<file path="src/rtl/switch_sched.sv">
// Command sequencer for the PE<->memory-group switch network: fixes sw_ctrl per command,
// gates source beats and tracks them through the fixed pipeline. Option: SWITCH_SCHED_PERF_EN.
module switch_sched #(
  parameter int unsigned NUM_MG  = 8,
  parameter int unsigned LATENCY = 8,
  parameter int unsigned BEAT_W  = 16
) (
  input  logic              clk,
  input  logic              rst,
  input  logic              cmd_valid,
  output logic              cmd_ready,
  input  logic              cmd_mode,
  input  logic [BEAT_W-1:0] cmd_beats,
  input  logic              src_valid,
  output logic              src_ready,
  output logic              sw_ctrl,
  output logic              sw_out_valid,
  output logic              busy,
  output logic              done
`ifdef SWITCH_SCHED_PERF_EN
  ,
  output logic [31:0]       perf_busy_cyc,
  output logic [31:0]       perf_bubble_cyc
`endif
);

  // Input register plus NUM_MG-1 switch stages; the tracker depth must match the network.
  if (LATENCY != NUM_MG || LATENCY < 2) begin : g_latency_check
    $error("switch_sched: LATENCY must equal NUM_MG and be at least 2");
  end

  typedef enum logic [1:0] {IDLE, RUN, DRAIN} state_e;

  state_e              state_q, state_d;
  logic                rdy_en_q, rdy_en_d;
  logic [BEAT_W-1:0]   remaining_q, remaining_d;
  logic [LATENCY-1:0]  tracker_q, tracker_d;
  logic                sw_ctrl_q, sw_ctrl_d;
  logic                done_q, done_d;
  logic                cmd_fire;
  logic                src_fire;

  assign cmd_fire  = cmd_valid & cmd_ready;
  assign src_fire  = src_valid & src_ready;
  assign tracker_d = {tracker_q[LATENCY-2:0], src_fire};

  always_ff @(posedge clk or negedge rst) begin
    if (!rst) begin
      state_q <= IDLE;
    end else begin
      state_q <= state_d;
    end
  end

  // DRAIN exits when the tracker is about to empty, so done lands with the first IDLE cycle.
  always_comb begin
    state_d = state_q;
    unique case (state_q)
      IDLE:    if (cmd_fire && cmd_beats != '0) state_d = RUN;
      RUN:     if (src_fire && remaining_q == BEAT_W'(1)) state_d = DRAIN;
      DRAIN:   if (tracker_d == '0) state_d = IDLE;
      default: state_d = IDLE;
    endcase
  end

  always_comb begin
    cmd_ready    = (state_q == IDLE) & rdy_en_q;
    src_ready    = (state_q == RUN);
    busy         = (state_q != IDLE);
    sw_ctrl      = sw_ctrl_q;
    sw_out_valid = tracker_q[LATENCY-1];
    done         = done_q;
  end

  always_comb begin
    rdy_en_d    = 1'b1;
    remaining_d = remaining_q;
    sw_ctrl_d   = sw_ctrl_q;
    if (cmd_fire) begin
      sw_ctrl_d   = cmd_mode;
      remaining_d = cmd_beats;
    end else if (src_fire && remaining_q != '0) begin
      remaining_d = remaining_q - BEAT_W'(1);
    end
    done_d = (cmd_fire && cmd_beats == '0) || (state_q == DRAIN && state_d == IDLE);
  end

  always_ff @(posedge clk or negedge rst) begin
    if (!rst) begin
      rdy_en_q    <= 1'b0;
      remaining_q <= '0;
      tracker_q   <= '0;
      sw_ctrl_q   <= 1'b0;
      done_q      <= 1'b0;
    end else begin
      rdy_en_q    <= rdy_en_d;
      remaining_q <= remaining_d;
      tracker_q   <= tracker_d;
      sw_ctrl_q   <= sw_ctrl_d;
      done_q      <= done_d;
    end
  end

`ifdef SWITCH_SCHED_PERF_EN
  logic [31:0] busy_cyc_q, busy_cyc_d;
  logic [31:0] bubble_cyc_q, bubble_cyc_d;

  always_comb begin
    busy_cyc_d   = busy_cyc_q;
    bubble_cyc_d = bubble_cyc_q;
    if (state_q != IDLE && busy_cyc_q != '1) busy_cyc_d = busy_cyc_q + 32'd1;
    if (state_q == RUN && !src_valid && bubble_cyc_q != '1) bubble_cyc_d = bubble_cyc_q + 32'd1;
  end

  always_ff @(posedge clk or negedge rst) begin
    if (!rst) begin
      busy_cyc_q   <= '0;
      bubble_cyc_q <= '0;
    end else begin
      busy_cyc_q   <= busy_cyc_d;
      bubble_cyc_q <= bubble_cyc_d;
    end
  end

  assign perf_busy_cyc   = busy_cyc_q;
  assign perf_bubble_cyc = bubble_cyc_q;
`endif

endmodule

</file>
<file path="config.mk">
export PLATFORM = sky130hd
export DESIGN_NAME = switch_sched
export DESIGN_NICKNAME = d
export VERILOG_FILES = /design/src/rtl/switch_sched.sv
export SDC_FILE = /design/constraint.sdc
export NUM_CORES = 1
export LEC_CHECK = 0
export ABC_CLOCK_PERIOD_IN_PS = 2220
export CORE_AREA = 3 3 66 68
export CTS_CLUSTER_DIAMETER = 60
export DETAILED_ROUTE_END_ITERATION = 6
export DIE_AREA = 0 0 69 71
export DONT_BUFFER_PORTS = 1
export GPL_ROUTABILITY_DRIVEN = 0
export PLACE_DENSITY = 0.55
export SLEW_MARGIN = 10
export SYNTH_ARGS = -nofsm -noshare
export SYNTH_HDL_FRONTEND = slang
export SYNTH_SLANG_ARGS = --single-unit
</file>
<file path="constraint.sdc">
create_clock -name clk -period 2.22 [get_ports clk]
set_input_delay 0.444 -clock clk [delete_from_list [all_inputs] [get_ports clk]]
set_output_delay 0.444 -clock clk [all_outputs]
set_load 0.01 [all_outputs]
</file>
==> report_table.html, run 1 <==
<table>
<tr><th>Metric</th><th>Value</th></tr>
<tr><th colspan="2">Placement</th></tr>
<tr><td>DP HPWL</td><td>3006 um</td></tr>
<tr><td>Buffers added on ports</td><td>0</td></tr>
<tr><td>Instance area after placement</td><td>about 1800 um^2</td></tr>
<tr><td>Post-placement setup slack</td><td>around 0.14 ns</td></tr>
<tr><th colspan="2">Timing</th></tr>
<tr><td>Maximum achievable frequency</td><td>just over 500 MHz</td></tr>
<tr><td>Final hold vios</td><td>0</td></tr>
<tr><td>Final Skew</td><td>0.008722 ns</td></tr>
<tr><td>Crit path time final</td><td>about 2 ns</td></tr>
<tr><td>Transition at the pin with the smallest max-transition slack</td><td>around 0.53 ns</td></tr>
<tr><td>Fin Hold WS</td><td>between 0.2 and 0.3 ns</td></tr>
<tr><td>Period utilization</td><td>0.8930</td></tr>
<tr><td>Final setup violation count</td><td>0</td></tr>
<tr><td>Remaining max-slew budget at the tightest pin</td><td>0.6450</td></tr>
<tr><td>Worst Setup Slack, final</td><td>0.2376 ns</td></tr>
<tr><td>Total count of max-transition violations in the final report</td><td>0</td></tr>
<tr><td>RSZ-0062 raised after global routing</td><td>no</td></tr>
<tr><td>Summed negative setup slack over all endpoints</td><td>0 ns</td></tr>
<tr><th colspan="2">Logic synthesis</th></tr>
<tr><td>Leading cell types by total area after synthesis</td><td>sky130_fd_sc_hd__dfrtp_1, sky130_fd_sc_hd__o211ai_1, sky130_fd_sc_hd__a221oi_2</td></tr>
<tr><td>Most common flop cell mapped by yosys</td><td>sky130_fd_sc_hd__dfrtp_1</td></tr>
<tr><td>Sequential share of the synthesized area</td><td>0.4249</td></tr>
<tr><td>Cell type with the highest aggregate area in the netlist</td><td>sky130_fd_sc_hd__dfrtp_1</td></tr>
<tr><td>Mapped Nets</td><td>~200</td></tr>
<tr><td>Cells after synthesis</td><td>roughly 170</td></tr>
<tr><td>Number of library cell types mapped by synthesis</td><td>47</td></tr>
<tr><td>Dominant cell by count in the synthesized netlist</td><td>sky130_fd_sc_hd__dfrtp_1</td></tr>
<tr><td>Ranking of synthesized cells by instance count</td><td>sky130_fd_sc_hd__dfrtp_1, sky130_fd_sc_hd__nand2_1, sky130_fd_sc_hd__nand3_1, sky130_fd_sc_hd__o211ai_1, sky130_fd_sc_hd__nor4_1</td></tr>
<tr><td>Post-synth EDFFs</td><td>0</td></tr>
<tr><td>Number of warnings printed during yosys synthesis</td><td>0</td></tr>
<tr><td>Number of register bits inferred by synthesis</td><td>29</td></tr>
<tr><td>Mean instance size in the synthesized netlist</td><td>9.930 um^2</td></tr>
<tr><td>Share of the synthesized area in the top cell type</td><td>0.4249</td></tr>
<tr><td>Mapped Area</td><td>1708 um^2</td></tr>
<tr><td>Fraction of synthesis flops using an asynchronous set or reset pin</td><td>1.000</td></tr>
<tr><th colspan="2">Drt</th></tr>
<tr><td>DR iter-0 viols</td><td>130</td></tr>
<tr><td>Antenna-violating nets left</td><td>0</td></tr>
<tr><td>Routed length per placed instance</td><td>18.40 um</td></tr>
<tr><td>Post-route DRC</td><td>0</td></tr>
<tr><td>Vias after detailed routing</td><td>~1.4k</td></tr>
<tr><td>Drt via density</td><td>6.101</td></tr>
<tr><td>Wire length reported by the detailed router</td><td>4176 um</td></tr>
<tr><td>Pre-Repair DR Iteration Count</td><td>4</td></tr>
<tr><th colspan="2">Die</th></tr>
<tr><td>Boundary Pins</td><td>27</td></tr>
<tr><td>Placeable Area</td><td>3914 um^2</td></tr>
<tr><td>Standard-cell row count</td><td>23</td></tr>
<tr><td>Die Span X</td><td>69 um</td></tr>
<tr><td>Height of the die</td><td>71 um</td></tr>
<tr><td>Total Die Area</td><td>4899 um^2</td></tr>
<tr><td>Initial Utilization</td><td>0.4364</td></tr>
<tr><th colspan="2">Setup path</th></tr>
<tr><td>CP Launch Type</td><td>flip-flop</td></tr>
<tr><td>Critical path class</td><td>reg -&gt; reg</td></tr>
<tr><td>Biggest fanout along the worst timing path</td><td>8</td></tr>
<tr><td>Data required time at the worst endpoint</td><td>~2.4 ns</td></tr>
<tr><td>Data arrival time of the worst path</td><td>around 2.1 ns</td></tr>
<tr><td>Kind of end point of the critical path</td><td>flip-flop</td></tr>
<tr><th colspan="2">Clock tree</th></tr>
<tr><td>Clock buffer depth</td><td>2</td></tr>
<tr><td>Number of clock buffers inserted by TritonCTS</td><td>5</td></tr>
<tr><td>Reg clk slew, reported paths</td><td>0.07 ns</td></tr>
<tr><td>Clock Sink Count</td><td>29</td></tr>
<tr><td>Source-to-sink clock delay at the later pin of the worst-skew pair</td><td>0.29 ns</td></tr>
<tr><td>H-tree Lvls</td><td>2</td></tr>
<tr><td>Clock tree from TritonCTS</td><td>yes</td></tr>
<tr><td>Clock root cell</td><td>sky130_fd_sc_hd__clkbuf_8</td></tr>
<tr><th colspan="2">Global route</th></tr>
<tr><td>Most Used Layer, Global Route</td><td>met2</td></tr>
<tr><td>Remaining Overflow, GRT</td><td>0</td></tr>
<tr><td>Pin count of the biggest net entering global routing</td><td>30</td></tr>
<tr><td>Global Route met1 Usage</td><td>0.2628</td></tr>
<tr><td>Met3 demand-to-capacity share in global routing</td><td>0.04688</td></tr>
<tr><td>Global routing usage on met2</td><td>0.2744</td></tr>
<tr><td>Via count of the first global-routing pass</td><td>1368</td></tr>
<tr><td>Initial antenna violation count</td><td>0</td></tr>
<tr><td>Global-route wire length before repair</td><td>7148 um</td></tr>
<tr><td>GRT Util Overall</td><td>0.1833</td></tr>
<tr><th colspan="2">Cells and area</th></tr>
<tr><td>Number of fill cells in the layout</td><td>around 390</td></tr>
<tr><td>Post-route cell area</td><td>1932 um^2</td></tr>
<tr><td>Layout-stage area growth over the synthesis result</td><td>13.11%</td></tr>
<tr><td>Share of post-route cells with drive strength above 1</td><td>0.1977</td></tr>
<tr><td>Count of inserted antenna diode cells</td><td>0</td></tr>
<tr><td>Final-stage net count</td><td>200</td></tr>
<tr><th colspan="2">Hold path</th></tr>
<tr><td>Hold Crit Class</td><td>in -&gt; reg</td></tr>
<tr><th colspan="2">Power and ir drop</th></tr>
<tr><td>Leakage power summed over all cells</td><td>about 0.76 nW</td></tr>
<tr><td>Cell area power density</td><td>1153 nW/um^2</td></tr>
<tr><td>Largest voltage drop on the vdd net</td><td>around 0.47 mV</td></tr>
<tr><th colspan="2">Outcome</th></tr>
<tr><td>Status</td><td>finished, final reports clean</td></tr>
<tr><th colspan="2">Job</th></tr>
<tr><td>Max-cap viol count</td><td>0</td></tr>
</table>
==> cell families after synthesis <==
kind of cell	Yosys count	synth area share
buffers and inverters	20	0.05275
adders and majority gates	3	0.02198
AOI/OAI and AO/OA	40	0.2007
other	1	0.002196
and+or+nand+nor	79	0.2974
DFF	29	0.4249
==> power breakdown <==
group / internal, mW / leakage [nW] / switching [mW]
Clock: 0.446 / 0.0681 / 0.217
Combinational: 0.283 / 0.344 / 0.303
Sequential: 0.689 / 0.348 / 0.291
Total: 1.42 / 0.760 / 0.811
==> flip-flops by register name, indices dropped and copies added (netlist names) <==
signal	count
state_q	2
done	1
rdy_en_q	1
sw_ctrl	1
remaining_q	16
tracker_q	8
==> final timing paths <==
kind	startpoint	to	slack (ns)	cells after the start
max reg2reg	remaining_q[7]$_DFFE_PN0P_	remaining_q[0]$_DFFE_PN0P_	0.24	4
min reg2reg	tracker_q[4]$_DFF_PN0_	tracker_q[5]$_DFF_PN0_	0.38	0
min in group asynchronous	rst	remaining_q[5]$_DFFE_PN0P_	0.59	2
max in group asynchronous	rst	tracker_q[5]$_DFF_PN0_	1.47	2
max	remaining_q[7]$_DFFE_PN0P_	remaining_q[0]$_DFFE_PN0P_	0.24	4
min	cmd_mode	sw_ctrl$_DFFE_PN0P_	0.27	2
==> final cells by class <==
| cell class | instances | area [um^2] | share of cell area |
|---|---|---|---|
| Clock buffer | 5 | 68.82 | 0.03562 |
| Sequential cell | 29 | 725.7 | 0.3756 |
| Timing Repair Buffer | 9 | 82.58 | 0.04275 |
| Inverter | 8 | 30.03 | 0.01554 |
| Tap cell | 50 | 62.56 | 0.03238 |
| Clock inverter | 3 | 65.06 | 0.03368 |
| Multi-Input combinational cell | 123 | 897.1 | 0.4644 |
==> placed cells by master, fill, tap and decap left out, types with 6 or more instances in the layout <==
master / synthesis / layout
sky130_fd_sc_hd__nor2_1: 8 / 8
sky130_fd_sc_hd__nand2_1: 15 / 15
sky130_fd_sc_hd__nor4_1: 10 / 10
sky130_fd_sc_hd__buf_4: 0 / 7
sky130_fd_sc_hd__nor3_1: 6 / 6
sky130_fd_sc_hd__o211ai_1: 11 / 11
sky130_fd_sc_hd__dfrtp_1: 29 / 29
sky130_fd_sc_hd__inv_1: 8 / 8
sky130_fd_sc_hd__nand3_1: 11 / 11
==> layer usage <==
layer	part of all wire	wire, um
met5	0	0
met4	0.012	50
met3	0.050	210
met2	0.46	1901
met1	0.48	2013
==> critical path: stages (launching register included) <==
cell	delay [ns]
sky130_fd_sc_hd__dfrtp_1	0.44
sky130_fd_sc_hd__nor4_4	0.54
sky130_fd_sc_hd__nand4_2	0.36
sky130_fd_sc_hd__a21oi_4	0.38
sky130_fd_sc_hd__a211oi_1	0.12
==> per-stage QoR <==
step / utilization / cells / power [mW]
global placement: 0.4504 / 217 / 1.524
CTS: 0.4923 / 227 / 2.231
global route: 0.4936 / 227 / 2.376
floorplan: - / 172 / 1.417
finish: 0.4936 / 227 / 2.228
detailed placement: 0.4504 / 217 / 1.547
==> repair_timing <==
action | in CTS | in global routing
hold buffers | 2 | 0
gates resized for setup | 0 | 1
setup buffers | 0 | 0
hold endpoints to repair | 29 | 0
setup endpoints to repair | 0 | 6
Power figures use the tool's default switching activity.
==> run 2, diff against run 1 <==
- CORE_AREA: 3 3 66 68 -> 3 3 73 62
- DIE_AREA: 0 0 69 71 -> 0 0 76 65
- GPL_ROUTABILITY_DRIVEN: 0 -> unset
==> run 2 against run 1 <==
  * Core utilization up 0.87 points
  * Sequential power about the same
  * Hold slack worse by 0.0024 ns
  * First-iteration DRC count down 18%
  * Die area up 0.84%
  * Register-to-register slack about the same
  * Final cell count up 2.6%
  * Largest cell class unchanged
  * Largest power group unchanged
==> report_table.html, run 2 (synthesis gave the netlist of run 1 again) <==
<table>
<tr><th>Metric</th><th>Value</th></tr>
<tr><th colspan="2">Setup path</th></tr>
<tr><td>Register-to-register setup slack</td><td>0.22 ns</td></tr>
<tr><td>Delay contributed by the slowest stage of the critical path</td><td>0.52 ns</td></tr>
<tr><td>Biggest fanout along the worst timing path</td><td>8</td></tr>
<tr><td>Launching point of the worst reg2reg path</td><td>remaining_q[6]$_DFFE_PN0P_</td></tr>
<tr><td>Data arrival time of the worst path</td><td>between 2 and 2.5 ns</td></tr>
<tr><td>Kind of end point of the critical path</td><td>flip-flop</td></tr>
<tr><td>Launching element of the worst setup path</td><td>remaining_q[6]$_DFFE_PN0P_</td></tr>
<tr><td>Buffers plus inverters on the worst setup path</td><td>0</td></tr>
<tr><td>Delay-heaviest family, CP</td><td>simple AND/OR/NAND/NOR gates</td></tr>
<tr><td>Slowest cell on the critical path</td><td>sky130_fd_sc_hd__nor4_4</td></tr>
<tr><td>List of cells traversed by the critical path</td><td>nor4_4, nand4_2, a21oi_4, a211oi_1</td></tr>
<tr><td>CP Launch Type</td><td>flip-flop</td></tr>
<tr><td>Critical path class</td><td>reg -&gt; reg</td></tr>
<tr><td>RR Endpoint</td><td>remaining_q[0]$_DFFE_PN0P_</td></tr>
<tr><td>Data required time at the worst endpoint</td><td>2.38 ns</td></tr>
<tr><td>Worst r2r path cells</td><td>4</td></tr>
<tr><th colspan="2">Cells and area</th></tr>
<tr><td>Top Registers</td><td>remaining_q: 16 flops, tracker_q: 8 flops, state_q: 2 flops</td></tr>
<tr><td>Share of post-route cells with drive strength above 1</td><td>0.2022</td></tr>
<tr><td>Number of fill cells in the layout</td><td>roughly 360</td></tr>
<tr><td>Post-route cell area</td><td>1898 um^2</td></tr>
<tr><td>Top library cells by usage in the layout, fill and taps aside</td><td>sky130_fd_sc_hd__dfrtp_1, sky130_fd_sc_hd__nand2_1, sky130_fd_sc_hd__nand3_1, sky130_fd_sc_hd__o211ai_1, sky130_fd_sc_hd__nor4_1</td></tr>
<tr><td>Final-stage net count</td><td>201</td></tr>
<tr><td>Count of inserted antenna diode cells</td><td>0</td></tr>
<tr><td>Reg with most FFs</td><td>remaining_q</td></tr>
<tr><td>Max reg flops</td><td>16</td></tr>
<tr><td>Footprint of the multi-input gates</td><td>about 900 um^2</td></tr>
<tr><td>Commonest non-fill, non-tap cell in the layout</td><td>sky130_fd_sc_hd__dfrtp_1</td></tr>
<tr><td>Sequential standard cell area</td><td>725.7 um^2</td></tr>
<tr><td>Layout-stage area growth over the synthesis result</td><td>11.14%</td></tr>
<tr><th colspan="2">Job</th></tr>
<tr><td>Max-cap viol count</td><td>0</td></tr>
<tr><th colspan="2">Timing</th></tr>
<tr><td>Remaining max-slew budget at the tightest pin</td><td>0.6626</td></tr>
<tr><td>Final setup violation count</td><td>0</td></tr>
<tr><td>Final Skew</td><td>0.007496 ns</td></tr>
<tr><td>Total count of max-transition violations in the final report</td><td>0</td></tr>
<tr><td>Worst Setup Slack, final</td><td>between 0.2 and 0.25 ns</td></tr>
<tr><td>Summed negative setup slack over all endpoints</td><td>0 ns</td></tr>
<tr><td>Maximum achievable frequency</td><td>501.1 MHz</td></tr>
<tr><td>Transition at the pin with the smallest max-transition slack</td><td>around 0.5 ns</td></tr>
<tr><td>Crit path time final</td><td>around 2 ns</td></tr>
<tr><td>RSZ-0062 raised after global routing</td><td>no</td></tr>
<tr><td>Period utilization</td><td>0.8988</td></tr>
<tr><td>Final hold vios</td><td>0</td></tr>
<tr><th colspan="2">Placement</th></tr>
<tr><td>Post-placement setup slack</td><td>between 0.15 and 0.2 ns</td></tr>
<tr><td>Final weighted congestion in routability-driven placement</td><td>0.9409</td></tr>
<tr><td>Instance area after placement</td><td>1777 um^2</td></tr>
<tr><td>DP HPWL</td><td>3161 um</td></tr>
<tr><td>Buffers added on ports</td><td>0</td></tr>
<tr><th colspan="2">Hold path</th></tr>
<tr><td>Min-Delay Endpoint</td><td>sw_ctrl$_DFFE_PN0P_</td></tr>
<tr><td>Start point of the worst min-delay path</td><td>cmd_mode</td></tr>
<tr><td>Number of stages on the worst hold path</td><td>2</td></tr>
<tr><td>Hold Crit Class</td><td>in -&gt; reg</td></tr>
<tr><th colspan="2">Die</th></tr>
<tr><td>Placeable Area</td><td>around 3800 um^2</td></tr>
<tr><td>Boundary Pins</td><td>27</td></tr>
<tr><td>Die Span X</td><td>between 70 and 80 um</td></tr>
<tr><td>Height of the die</td><td>65 um</td></tr>
<tr><td>Standard-cell row count</td><td>20</td></tr>
<tr><td>Initial Utilization</td><td>0.4520</td></tr>
<tr><td>Total Die Area</td><td>a little under 5000 um^2</td></tr>
<tr><th colspan="2">Global route</th></tr>
<tr><td>Global-route wire length before repair</td><td>7072 um</td></tr>
<tr><td>Via count of the first global-routing pass</td><td>1416</td></tr>
<tr><td>GRT Util Overall</td><td>0.1844</td></tr>
<tr><td>Pin count of the biggest net entering global routing</td><td>30</td></tr>
<tr><td>Remaining Overflow, GRT</td><td>0</td></tr>
<tr><td>Initial antenna violation count</td><td>0</td></tr>
<tr><th colspan="2">Power and ir drop</th></tr>
<tr><td>Cell area power density</td><td>between 1000 and 1500 nW/um^2</td></tr>
<tr><td>Largest voltage drop on the vdd net</td><td>0.4300 mV</td></tr>
<tr><td>Leakage power summed over all cells</td><td>0.7398 nW</td></tr>
<tr><th colspan="2">Clock tree</th></tr>
<tr><td>Clock buffer depth</td><td>2</td></tr>
<tr><td>Source-to-sink clock delay at the later pin of the worst-skew pair</td><td>0.29 ns</td></tr>
<tr><td>Clock tree from TritonCTS</td><td>yes</td></tr>
<tr><td>Number of buffers added for setup after CTS</td><td>0</td></tr>
<tr><td>Number of clock buffers inserted by TritonCTS</td><td>5</td></tr>
<tr><td>H-tree Lvls</td><td>2</td></tr>
<tr><td>Clock root cell</td><td>sky130_fd_sc_hd__clkbuf_8</td></tr>
<tr><td>Reg clk slew, reported paths</td><td>0.06 ns</td></tr>
<tr><td>Clock Sink Count</td><td>29</td></tr>
<tr><th colspan="2">Drt</th></tr>
<tr><td>Routed length per placed instance</td><td>18.20 um</td></tr>
<tr><td>Antenna-violating nets left</td><td>0</td></tr>
<tr><td>Wire length reported by the detailed router</td><td>4241 um</td></tr>
<tr><td>Drt via density</td><td>6.120</td></tr>
<tr><td>Post-route DRC</td><td>0</td></tr>
<tr><td>Pre-Repair DR Iteration Count</td><td>4</td></tr>
<tr><td>Vias after detailed routing</td><td>1426</td></tr>
<tr><td>DR iter-0 viols</td><td>~110</td></tr>
<tr><th colspan="2">Outcome</th></tr>
<tr><td>Status</td><td>finished, final reports clean</td></tr>
</table>
-- run 2: how the worst max path moves through the flow --
stage,endpoint,slack (ns),cells past startpoint
after global routing,remaining_q[6]$_DFFE_PN0P_,0.13,4
after detailed placement,remaining_q[0]$_DFFE_PN0P_,0.15,6
after CTS,remaining_q[0]$_DFFE_PN0P_,0.13,6
after floorplan,remaining_q[7]$_DFFE_PN0P_,0.40,7
after global placement,remaining_q[0]$_DFFE_PN0P_,0.22,6
final,remaining_q[0]$_DFFE_PN0P_,0.22,4
-- run 2: through the flow --
stage,util,hold slack [ns],instances,power [mW]
after global placement,0.4702,0.1493,223,1.533
after detailed placement,0.4702,0.1491,223,1.557
after floorplan,-,0.1484,172,1.417
final,0.5023,0.2692,233,2.002
after CTS,0.5010,0.2644,233,2.005
after global routing,0.5023,0.2909,233,2.140
-- run 2: timing repair --
action,4_1_cts,5_1_grt
endpoints found under the setup margin,0,6
resized for setup,0,1
endpoints found under the hold margin,29,0
hold buffers,2,0
-- run 2: where the power goes --
part           switching, mW  total [mW]  internal [mW]
logic                  0.307       0.594          0.287
registers              0.294       0.983          0.689
clock network          0.210       0.426          0.216
total                  0.811        2.00           1.19
-- run 2: final cells by class --
type,count,share of cell area
inverter,8,0.01582
multi-input combinational,123,0.4726
sequential,29,0.3823
timing repair buffer,10,0.04746
clock buffer,5,0.03626
clock inverter,3,0.009229
tap,55,0.03626
-- run 2: layer usage --
| layer | GRT usage | wire (um) |
|---|---|---|
| met2 | 0.2843 | 1911 |
| met4 | 0.07692 | 48 |
| met3 | 0.04861 | 278 |
| met1 | 0.2469 | 2002 |
| met5 | 0 | 0 |
-- run 2: worst register-to-register path, delay by kind of cell (launching register included) --
family	cells	cell delay (ns)
compound gates	2	0.52
simple gates	2	0.89
flops	1	0.46
==> run 3, diff against run 2 <==
- CTS_CLUSTER_SIZE: unset -> 16
- PLACE_DENSITY: 0.55 -> 0.62
==> run 3 against run 2 <==
  * Clock-buffer cell count is the same
  * Register-to-register slack improved by 0.04 ns
  * Total power up 6.2%
  * Sequential power rose by 0.7%
  * Core utilization grew 0.56 points
  * Sequential share of layout area down 0.42 points
  * Largest power group unchanged
==> report_table.html, run 3 (synthesis gave the netlist of run 1 again) <==
<table>
<tr><th>Metric</th><th>Value</th></tr>
<tr><th colspan="2">Die</th></tr>
<tr><td>Placeable Area</td><td>3779 um^2</td></tr>
<tr><td>Height of the die</td><td>roughly 65 um</td></tr>
<tr><td>Initial Utilization</td><td>0.4520</td></tr>
<tr><td>Standard-cell row count</td><td>20</td></tr>
<tr><td>Boundary Pins</td><td>27</td></tr>
<tr><td>Die Span X</td><td>76 um</td></tr>
<tr><td>Total Die Area</td><td>4940 um^2</td></tr>
<tr><th colspan="2">Cells and area</th></tr>
<tr><td>Count of inserted antenna diode cells</td><td>0</td></tr>
<tr><td>Layout-stage area growth over the synthesis result</td><td>12.38%</td></tr>
<tr><td>Top Registers</td><td>remaining_q: 16 flops, tracker_q: 8 flops, state_q: 2 flops</td></tr>
<tr><td>Share of post-route cells with drive strength above 1</td><td>0.1977</td></tr>
<tr><td>Reg with most FFs</td><td>remaining_q</td></tr>
<tr><td>Final cell utilization of the core</td><td>0.5079</td></tr>
<tr><td>Footprint of the multi-input gates</td><td>~900 um^2</td></tr>
<tr><td>Top library cells by usage in the layout, fill and taps aside</td><td>sky130_fd_sc_hd__dfrtp_1, sky130_fd_sc_hd__nand2_1, sky130_fd_sc_hd__nand3_1, sky130_fd_sc_hd__o211ai_1, sky130_fd_sc_hd__nor4_1</td></tr>
<tr><td>Non-filler cells, final</td><td>about 230</td></tr>
<tr><td>Number of fill cells in the layout</td><td>approximately 350</td></tr>
<tr><td>Commonest non-fill, non-tap cell in the layout</td><td>sky130_fd_sc_hd__dfrtp_1</td></tr>
<tr><td>Max reg flops</td><td>16</td></tr>
<tr><td>Final-stage net count</td><td>200</td></tr>
<tr><td>Sequential standard cell area</td><td>725.7 um^2</td></tr>
<tr><th colspan="2">Global route</th></tr>
<tr><td>Global-route wire length before repair</td><td>7148 um</td></tr>
<tr><td>Initial antenna violation count</td><td>0</td></tr>
<tr><td>Remaining Overflow, GRT</td><td>0</td></tr>
<tr><td>Via count of the first global-routing pass</td><td>between 1k and 1.5k</td></tr>
<tr><td>Pin count of the biggest net entering global routing</td><td>30</td></tr>
<tr><td>GRT Util Overall</td><td>0.1873</td></tr>
<tr><th colspan="2">Setup path</th></tr>
<tr><td>Data arrival time of the worst path</td><td>2.18 ns</td></tr>
<tr><td>CP Launch Type</td><td>flip-flop</td></tr>
<tr><td>Register-to-register setup slack</td><td>between 0.2 and 0.3 ns</td></tr>
<tr><td>Stages on worst setup path</td><td>7</td></tr>
<tr><td>Critical path class</td><td>reg -&gt; reg</td></tr>
<tr><td>Worst r2r path cells</td><td>7</td></tr>
<tr><td>Delay contributed by the slowest stage of the critical path</td><td>0.46 ns</td></tr>
<tr><td>Buffers plus inverters on the worst setup path</td><td>2</td></tr>
<tr><td>Critical path endpoint</td><td>remaining_q[12]$_DFFE_PN0P_</td></tr>
<tr><td>Slowest cell on the critical path</td><td>sky130_fd_sc_hd__or4_1</td></tr>
<tr><td>Delay-heaviest family, CP</td><td>simple AND/OR/NAND/NOR gates</td></tr>
<tr><td>Kind of end point of the critical path</td><td>flip-flop</td></tr>
<tr><td>Biggest fanout along the worst timing path</td><td>6</td></tr>
<tr><td>List of cells traversed by the critical path</td><td>inv_1, ha_1, nor3b_2, and4_1, buf_4, or4_1, nand3_1</td></tr>
<tr><td>Data required time at the worst endpoint</td><td>2.44 ns</td></tr>
<tr><td>Launching point of the worst reg2reg path</td><td>remaining_q[0]$_DFFE_PN0P_</td></tr>
<tr><td>Launching element of the worst setup path</td><td>remaining_q[0]$_DFFE_PN0P_</td></tr>
<tr><td>RR Endpoint</td><td>remaining_q[12]$_DFFE_PN0P_</td></tr>
<tr><th colspan="2">Power and ir drop</th></tr>
<tr><td>Reg power frac</td><td>0.466</td></tr>
<tr><td>Clock share of power</td><td>0.262</td></tr>
<tr><td>Switching power</td><td>820.9 uW</td></tr>
<tr><td>Cell area power density</td><td>1108 nW/um^2</td></tr>
<tr><td>Leakage power summed over all cells</td><td>about 0.74 nW</td></tr>
<tr><td>Design internal power</td><td>~1.3 mW</td></tr>
<tr><td>Switching portion of total power</td><td>0.3862</td></tr>
<tr><td>Share of total power in combinational logic</td><td>0.272</td></tr>
<tr><td>Largest voltage drop on the vdd net</td><td>0.5658 mV</td></tr>
<tr><th colspan="2">Outcome</th></tr>
<tr><td>Status</td><td>finished, final reports clean</td></tr>
<tr><th colspan="2">Drt</th></tr>
<tr><td>Pre-Repair DR Iteration Count</td><td>4</td></tr>
<tr><td>Drt via density</td><td>6.185</td></tr>
<tr><td>Routed length per placed instance</td><td>~18 um</td></tr>
<tr><td>Wire length reported by the detailed router</td><td>~4200 um</td></tr>
<tr><td>DR iter-0 viols</td><td>149</td></tr>
<tr><td>Post-route DRC</td><td>0</td></tr>
<tr><td>Vias after detailed routing</td><td>1435</td></tr>
<tr><td>Antenna-violating nets left</td><td>0</td></tr>
<tr><th colspan="2">Placement</th></tr>
<tr><td>DP HPWL</td><td>3112 um</td></tr>
<tr><td>Final weighted congestion in routability-driven placement</td><td>0.8609</td></tr>
<tr><td>Cells after DPL</td><td>222</td></tr>
<tr><td>Buffers added on ports</td><td>0</td></tr>
<tr><th colspan="2">Timing</th></tr>
<tr><td>Period utilization</td><td>0.8819</td></tr>
<tr><td>Total count of max-transition violations in the final report</td><td>0</td></tr>
<tr><td>Final Skew</td><td>0.004816 ns</td></tr>
<tr><td>Crit path time final</td><td>slightly below 2 ns</td></tr>
<tr><td>Transition at the pin with the smallest max-transition slack</td><td>0.5245 ns</td></tr>
<tr><td>Final hold vios</td><td>0</td></tr>
<tr><td>Summed negative setup slack over all endpoints</td><td>0 ns</td></tr>
<tr><td>Maximum achievable frequency</td><td>510.8 MHz</td></tr>
<tr><td>RSZ-0062 raised after global routing</td><td>no</td></tr>
<tr><td>Final setup violation count</td><td>0</td></tr>
<tr><td>Remaining max-slew budget at the tightest pin</td><td>0.6484</td></tr>
<tr><th colspan="2">Clock tree</th></tr>
<tr><td>Reg clk slew, reported paths</td><td>roughly 0.070 ns</td></tr>
<tr><td>Clock root cell</td><td>sky130_fd_sc_hd__clkbuf_8</td></tr>
<tr><td>H-tree Lvls</td><td>2</td></tr>
<tr><td>Number of clock buffers inserted by TritonCTS</td><td>5</td></tr>
<tr><td>Clock tree from TritonCTS</td><td>yes</td></tr>
<tr><td>Clock Sink Count</td><td>29</td></tr>
<tr><td>Source-to-sink clock delay at the later pin of the worst-skew pair</td><td>between 0.2 and 0.3 ns</td></tr>
<tr><td>Clock buffer depth</td><td>2</td></tr>
<tr><th colspan="2">Hold path</th></tr>
<tr><td>Hold Crit Class</td><td>in -&gt; reg</td></tr>
<tr><td>Number of stages on the worst hold path</td><td>2</td></tr>
<tr><th colspan="2">Job</th></tr>
<tr><td>Max-cap viol count</td><td>0</td></tr>
</table>
## run 3: per-layer routing
metal,vias to the layer above,share of wire,GRT usage,routed length [um]
met4,0,0.014,0.06787,60
met5,-,0,0,0
met3,7,0.084,0.05694,355
li1,671,-,-,-
met1,707,0.45,0.2585,1885
met2,50,0.45,0.2777,1913
## run 3: worst reg2reg max path: stages, from the launching register on
cell and delay, ns:
sky130_fd_sc_hd__dfrtp_1 0.42, sky130_fd_sc_hd__inv_1 0.11, sky130_fd_sc_hd__ha_1 0.20, sky130_fd_sc_hd__nor3b_2 0.17, sky130_fd_sc_hd__and4_1 0.26, sky130_fd_sc_hd__buf_4 0.18
sky130_fd_sc_hd__or4_1 0.46, sky130_fd_sc_hd__nand3_1 0.10
## run 3: what timing repair did
item | CTS | global route
resized for setup | 0 | 1
endpoints found under the hold margin | 29 | 0
endpoints found under the setup margin | 0 | 1
hold buffers | 2 | 0
setup buffers | 0 | 0
## run 3: cell type report
cell class / instances / share of cell area
Clock buffer: 5 / 0.03585
Clock inverter: 3 / 0.02412
Inverter: 8 / 0.01565
Multi-Input combinational cell: 123 / 0.4674
Sequential cell: 29 / 0.3781
Tap cell: 55 / 0.03585
Timing Repair Buffer: 9 / 0.04302
## run 3: worst min-delay path by stage
stage          slack (ns)                          end          start
6_report             0.27          sw_ctrl$_DFFE_PN0P_       cmd_mode
5_1_grt              0.28  remaining_q[11]$_DFFE_PN0P_  cmd_beats[11]
4_1_cts              0.25          sw_ctrl$_DFFE_PN0P_       cmd_mode
3_5_place_dp         0.15       tracker_q[7]$_DFF_PN0_            rst
3_3_place_gp         0.15       tracker_q[7]$_DFF_PN0_            rst
2_1_floorplan        0.15               done$_DFF_PN0_            rst
## run 3: power by group through the flow
stage               registers [mW]  clock network [mW]  logic (mW)
floorplan                    0.846                   0       0.571
global placement             0.976                   0       0.543
detailed placement           0.983                   0       0.563
CTS                          0.978               0.574       0.580
global route                  1.02               0.595       0.652
finish                       0.990               0.557       0.579
## run 3: stage by stage
step           hold slack [ns]  power (mW)  worst slack (ns)  area [um^2]
6_report                0.2652       2.126            0.2621         1919
5_1_grt                 0.2818       2.264            0.1085         1919
4_1_cts                 0.2547       2.132            0.1560         1914
3_3_place_gp            0.1491       1.520            0.2344         1769
3_5_place_dp            0.1491       1.546            0.1761         1769
2_1_floorplan           0.1484       1.417            0.3988         1708
